**config.mk**
```make
export PLATFORM = sky130hd
export DESIGN_NAME = ofmap_collector
export DESIGN_NICKNAME = d
export VERILOG_FILES = /design/src/rtl/ofmap_collector.sv
export SDC_FILE = /design/constraint.sdc
export NUM_CORES = 2
export LEC_CHECK = 0
export CORE_UTILIZATION = 61
export DETAILED_ROUTE_END_ITERATION = 8
export PLACE_DENSITY_LB_ADDON = 0.12
export SYNTH_ARGS = -nofsm -noshare
export SYNTH_HDL_FRONTEND = slang
export SYNTH_SLANG_ARGS = --single-unit
```
**constraint.sdc**
```tcl
create_clock -name clk -period 8.25 [get_ports clk]
set_clock_uncertainty 0.05 [all_clocks]
set_input_delay 0.825 -clock clk [delete_from_list [all_inputs] [get_ports clk]]
set_output_delay 0.825 -clock clk [all_outputs]
set_load 0.005 [all_outputs]
```
**src/rtl/ofmap_collector.sv**
```systemverilog
// Output-feature-map collector: gathers systolic-array result beats into a local
// buffer, then drains the buffer element by element over a valid/ready stream.
module ofmap_collector #(
  parameter int unsigned dataSize    = 8,
  parameter int unsigned numRegister = 256,
  parameter int unsigned nElementsIn = 4
) (
  input  logic                                 clk,
  input  logic                                 nrst,
  input  logic [nElementsIn-1:0][dataSize-1:0] in_data,
  input  logic                                 in_valid,
  input  logic [15:0]                          cfg_ofmap_width,
  input  logic                                 ctrl_start,
  output logic [dataSize-1:0]                  out_data,
  output logic                                 out_valid,
  input  logic                                 out_ready,
  output logic                                 flag_done,
  output logic                                 flag_overflow
);

  localparam int unsigned nAddress = (numRegister > 1) ? $clog2(numRegister) : 1;
  // 48 bits holds width^2 * nElementsIn for any 16-bit width without wrapping
  localparam int unsigned CNT_W    = 48;

  typedef enum logic [1:0] {
    S_IDLE    = 2'd0,
    S_COLLECT = 2'd1,
    S_DRAIN   = 2'd2
  } state_t;

  state_t              r_state;
  state_t              w_state_nxt;

  logic [CNT_W-1:0]    r_pix_cnt;
  logic [CNT_W-1:0]    r_drain_cnt;
  logic [CNT_W-1:0]    r_total_px;
  logic [dataSize-1:0] r_buf [numRegister];
  logic [dataSize-1:0] r_out_data;
  logic                r_out_valid;
  logic                r_done;
  logic                r_ovf;

  logic [CNT_W-1:0]       w_addr [nElementsIn];
  logic [nElementsIn-1:0] w_in_range;
  logic [CNT_W-1:0]       w_total_el;
  logic [CNT_W-1:0]       w_drain_total;
  logic                   w_start;
  logic                   w_collect;
  logic                   w_load;
  logic                   w_finish;

  assign out_data      = r_out_data;
  assign out_valid     = r_out_valid;
  assign flag_done     = r_done;
  assign flag_overflow = r_ovf;

  // Per-element buffer address of the current beat and its range check
  always_comb begin
    for (int unsigned k = 0; k < nElementsIn; k++) begin
      w_addr[k]     = r_pix_cnt * CNT_W'(nElementsIn) + CNT_W'(k);
      w_in_range[k] = (w_addr[k] < CNT_W'(numRegister));
    end
  end

  assign w_total_el    = r_total_px * CNT_W'(nElementsIn);
  assign w_drain_total = (w_total_el < CNT_W'(numRegister)) ? w_total_el
                                                             : CNT_W'(numRegister);

  always_ff @(posedge clk or negedge nrst) begin
    if (!nrst) begin
      r_state <= S_IDLE;
    end else begin
      r_state <= w_state_nxt;
    end
  end

  always_comb begin
    w_state_nxt = r_state;
    w_start     = 1'b0;
    w_collect   = 1'b0;
    w_load      = 1'b0;
    w_finish    = 1'b0;
    case (r_state)
      S_IDLE: begin
        if (ctrl_start) begin
          w_start     = 1'b1;
          w_state_nxt = S_COLLECT;
        end
      end
      S_COLLECT: begin
        if (r_pix_cnt >= r_total_px) begin
          w_state_nxt = S_DRAIN;
        end else if (in_valid) begin
          w_collect = 1'b1;
          if ((r_pix_cnt + CNT_W'(1)) >= r_total_px) begin
            w_state_nxt = S_DRAIN;
          end
        end
      end
      S_DRAIN: begin
        // Advance when the output register is empty or being consumed this edge
        if (!r_out_valid || out_ready) begin
          if (r_drain_cnt < w_drain_total) begin
            w_load = 1'b1;
          end else begin
            w_finish    = 1'b1;
            w_state_nxt = S_IDLE;
          end
        end
      end
      default: w_state_nxt = S_IDLE;
    endcase
  end

  always_ff @(posedge clk or negedge nrst) begin
    if (!nrst) begin
      for (int unsigned a = 0; a < numRegister; a++) begin
        r_buf[a] <= '0;
      end
    end else if (w_collect) begin
      for (int unsigned k = 0; k < nElementsIn; k++) begin
        if (w_in_range[k]) begin
          r_buf[w_addr[k][nAddress-1:0]] <= in_data[k];
        end
      end
    end
  end

  always_ff @(posedge clk or negedge nrst) begin
    if (!nrst) begin
      r_pix_cnt   <= '0;
      r_drain_cnt <= '0;
      r_total_px  <= '0;
      r_out_data  <= '0;
      r_out_valid <= 1'b0;
      r_done      <= 1'b0;
      r_ovf       <= 1'b0;
    end else begin
      r_done <= w_finish;
      if (w_start) begin
        r_pix_cnt   <= '0;
        r_drain_cnt <= '0;
        r_ovf       <= 1'b0;
        r_total_px  <= CNT_W'(cfg_ofmap_width) * CNT_W'(cfg_ofmap_width);
      end
      if (w_collect) begin
        r_pix_cnt <= r_pix_cnt + CNT_W'(1);
        if (!(&w_in_range)) begin
          r_ovf <= 1'b1;
        end
      end
      if (w_load) begin
        r_out_data  <= r_buf[r_drain_cnt[nAddress-1:0]];
        r_out_valid <= 1'b1;
        r_drain_cnt <= r_drain_cnt + CNT_W'(1);
      end else if (w_finish) begin
        r_out_valid <= 1'b0;
      end
    end
  end

endmodule

```
==> reports/summary.txt <==
Asr flop ratio synth = 100%
CP startpoint kind = primary input
Die Area = 182,000 sq um
Post-synth top area cell = dfrtp_1
Hold path startpoint = in_data[13]
CTS H-tree depth = 4
First-pass GRT wire length = 444,000 um
GP Congestion = 0.874
Drt wl/cell = 28.8 um
Initial DRC count = 5,729
Die Width = 427 um
Pin count of the biggest net entering global routing = 193
Setup TNS = 0 ns
Ys flop type = dfrtp_1
Die Ht = 427 um
Critical path class = in2reg
Total CTS buffers = 223
Setup violations, final = 0
RSZ-0062 raised after global routing = false
Routed wire length = 292,000 um
PostCTS Resize Cnt = 0
Worst skew pair latency = 0.89 ns
Design Area, Final = 119,000 sq um
Maximum clock insertion buffer count = 3
Mapped Cells = 7,795
Antenna violations before repair = 13
DRT Pass-1 Iters = 6
Total gr overflow = 0
Max Clk Rate = 144 MHz
Max Cap Viol = 0
Power per Cell Area = 253 nW/um^2
Status = finished clean
Synth Register Bits = 2,188
Mean post-synth cell area = 14.1 sq um
Gr usage total = 32.7%
Critical path capture point type = register
Post-route ant nets = 0
FP Rows = 155
Rel. slew slack = 15.9%
Final period util = 84.0%
Worst Max-Slew Pin Slew = 1.26 ns
Register area share after synthesis = 49.7%
Most common cell after layout, fill and taps aside = dfrtp_1
YS warnings = 0
EDFF count, synth = 0
Hold Crit Class = in2reg
CTS root buffer = clkbuf_16
Ranking of synthesized cells by area = dfrtp_1 (50%), mux2_2 (16%), mux4_2 (9.6%)
Hpwl dp = 176,000 um
DRC Markers = 0
CP arrival = 7.62 ns
Most frequent cells in the layout = dfrtp_1 (2,182), mux2_2 (1,582), mux4_2 (469)
Clk sinks = 2,188
Final Hold Viols = 0
CORE AREA = 179,000 sq um
Layout cells sized above 1 = 35.2%
Starting density of the core = 61.6%
Max VDD drop = 0.347 mV
Vias in the first global route = 68,797
Hold_ws = 0.217 ns
Placed Area = 112,000 sq um
Synth unique cells = 78
Vias per cell = 6.55
CP Launch Point = cfg_ofmap_width[11]
CTS tree = built
Max-slew violations = 0
Via count = 66,383
Required time of the critical path = 8.94 ns
R2r setup slk = 2.95 ns
# IOs = 64
R2R Path Start = r_pix_cnt[0]$_DFFE_PN0P_
Fin crit period = 6.93 ns
Post-synth top area share = 49.7%
Synthesized cell area = 110,000 sq um
Clock-pin transition on the worst setup and hold timing paths = 0.06 ns
Area Overhead vs Synth = 8.44%
Port Buffer Count = 63
Leak Pwr = 58.4 nW
CP Max Fanout = 14
Net count, final = 8,000
==> final timing paths <==
kind | to | depth (start not counted)
worst min register to register | out_data[5]$_DFFE_PN0P_ | 2
worst min-delay path | r_buf[1525]$_DFFE_PN0P_ | 2
max in group asynchronous | r_buf[388]$_DFFE_PN0P_ | 4
worst max-delay path | r_total_px[30]$_DFFE_PN0P_ | 21
worst max register to register | r_buf[480]$_DFFE_PN0P_ | 12
min in group asynchronous | r_buf[88]$_DFFE_PN0P_ | 2
==> where the power goes <==
group          switching, mW  total [mW]  internal (mW)
logic                   5.13        8.49           3.36
registers              0.349        11.6           11.2
clock network           4.34        10.1           5.77
==> cell families after synthesis <==
group / after synthesis / synth area share, %
AO/OA/AOI/OAI: 565 / 3.41
XOR/XNOR: 72 / 0.573
adder cells (fa/ha/maj): 360 / 5.21
buffers and inverters: 999 / 4.21
flip-flops: 2188 / 49.7
multiplexers: 2777 / 33.0
other: 1 / 0.00341
AND/OR/NAND/NOR: 833 / 3.84
==> flip-flops by register name, indices dropped and copies added (netlist names) <==
name	count
r_buf	2048
r_drain_cnt	48
r_state	2
r_total_px	31
r_pix_cnt	48
out_valid	1
out_data	8
flag_done	1
flag_overflow	1
==> synth_stat cells (all sizes together), types with 6 or more instances <==
master	n
o22ai	32
mux2	2061
nor4	31
xor2	26
dfrtp	2188
and3	38
a2111oi	9
or2	12
nand2b	19
nand2	263
nor3	44
mux2i	247
a22oi	7
a221o	9
a21oi	133
a21o	44
o31ai	19
clkbuf	311
fa	164
nand4	34
a211oi	24
o21ai	126
a221oi	32
nor2b	27
and2	62
xnor2	46
o311ai	10
a31oi	16
nor2	197
nand3	67
or4	7
mux4	469
o221ai	44
o211ai	11
or3	18
ha	196
buf	382
inv	304
a211o	6
==> timing repair <==
| item | in CTS | in global routing |
|---|---|---|
| hold buffers | 1 | 0 |
| endpoints found under the hold margin | 132 | 0 |
| setup buffers | 0 | 0 |
==> routing by layer <==
metal / global-route usage (%) / vias up / share of wire [%]
li1: - / 27692 / -
met1: 45.7 / 36125 / 42
met2: 51.2 / 2034 / 47
met3: 6.17 / 528 / 6.5
met4: 12.3 / 4 / 3.9
met5: 0 / - / 0.0096
==> through the flow <==
| step | util [%] | power (mW) | setup slack, ns | instances |
|---|---|---|---|---|
| floorplan | - | 17.6 | 1.37 | 7819 |
| global placement | 62.6 | 20.1 | 0.539 | 9716 |
| detailed placement | 62.6 | 20.2 | 0.428 | 9716 |
| CTS | 66.8 | 30.3 | 1.35 | 10127 |
| global route | 66.8 | 31.5 | 0.976 | 10127 |
| finish | 66.8 | 30.2 | 1.32 | 10137 |
==> critical path, cell delays in order <==
cell and delay (ns):
clkdlybuf4s50_1 0.90, nand2_1 0.25, fa_1 0.59, inv_1 0.05
fa_1 0.47, fa_1 0.53, fa_1 0.53, fa_1 0.54
inv_1 0.05, fa_1 0.53, inv_1 0.04, ha_1 0.32
or2_2 0.33, o31a_1 0.11, a32oi_1 0.15, o21ai_0 0.17
a31oi_1 0.37, o21a_1 0.24, o311ai_0 0.17, xor2_1 0.17
mux2_2 0.27
==> layout make-up <==
type                       count  area [sq um]
clock buffer                 341          6590
clock inverter                69           761
multi-input combinational   4632         51000
antenna                       10          25.0
inverter                     306          1160
fill                       12760         59400
timing repair buffer         236          2110
sequential                  2188         54800
tap                         2355          2950
Power figures use the tool's default switching activity.
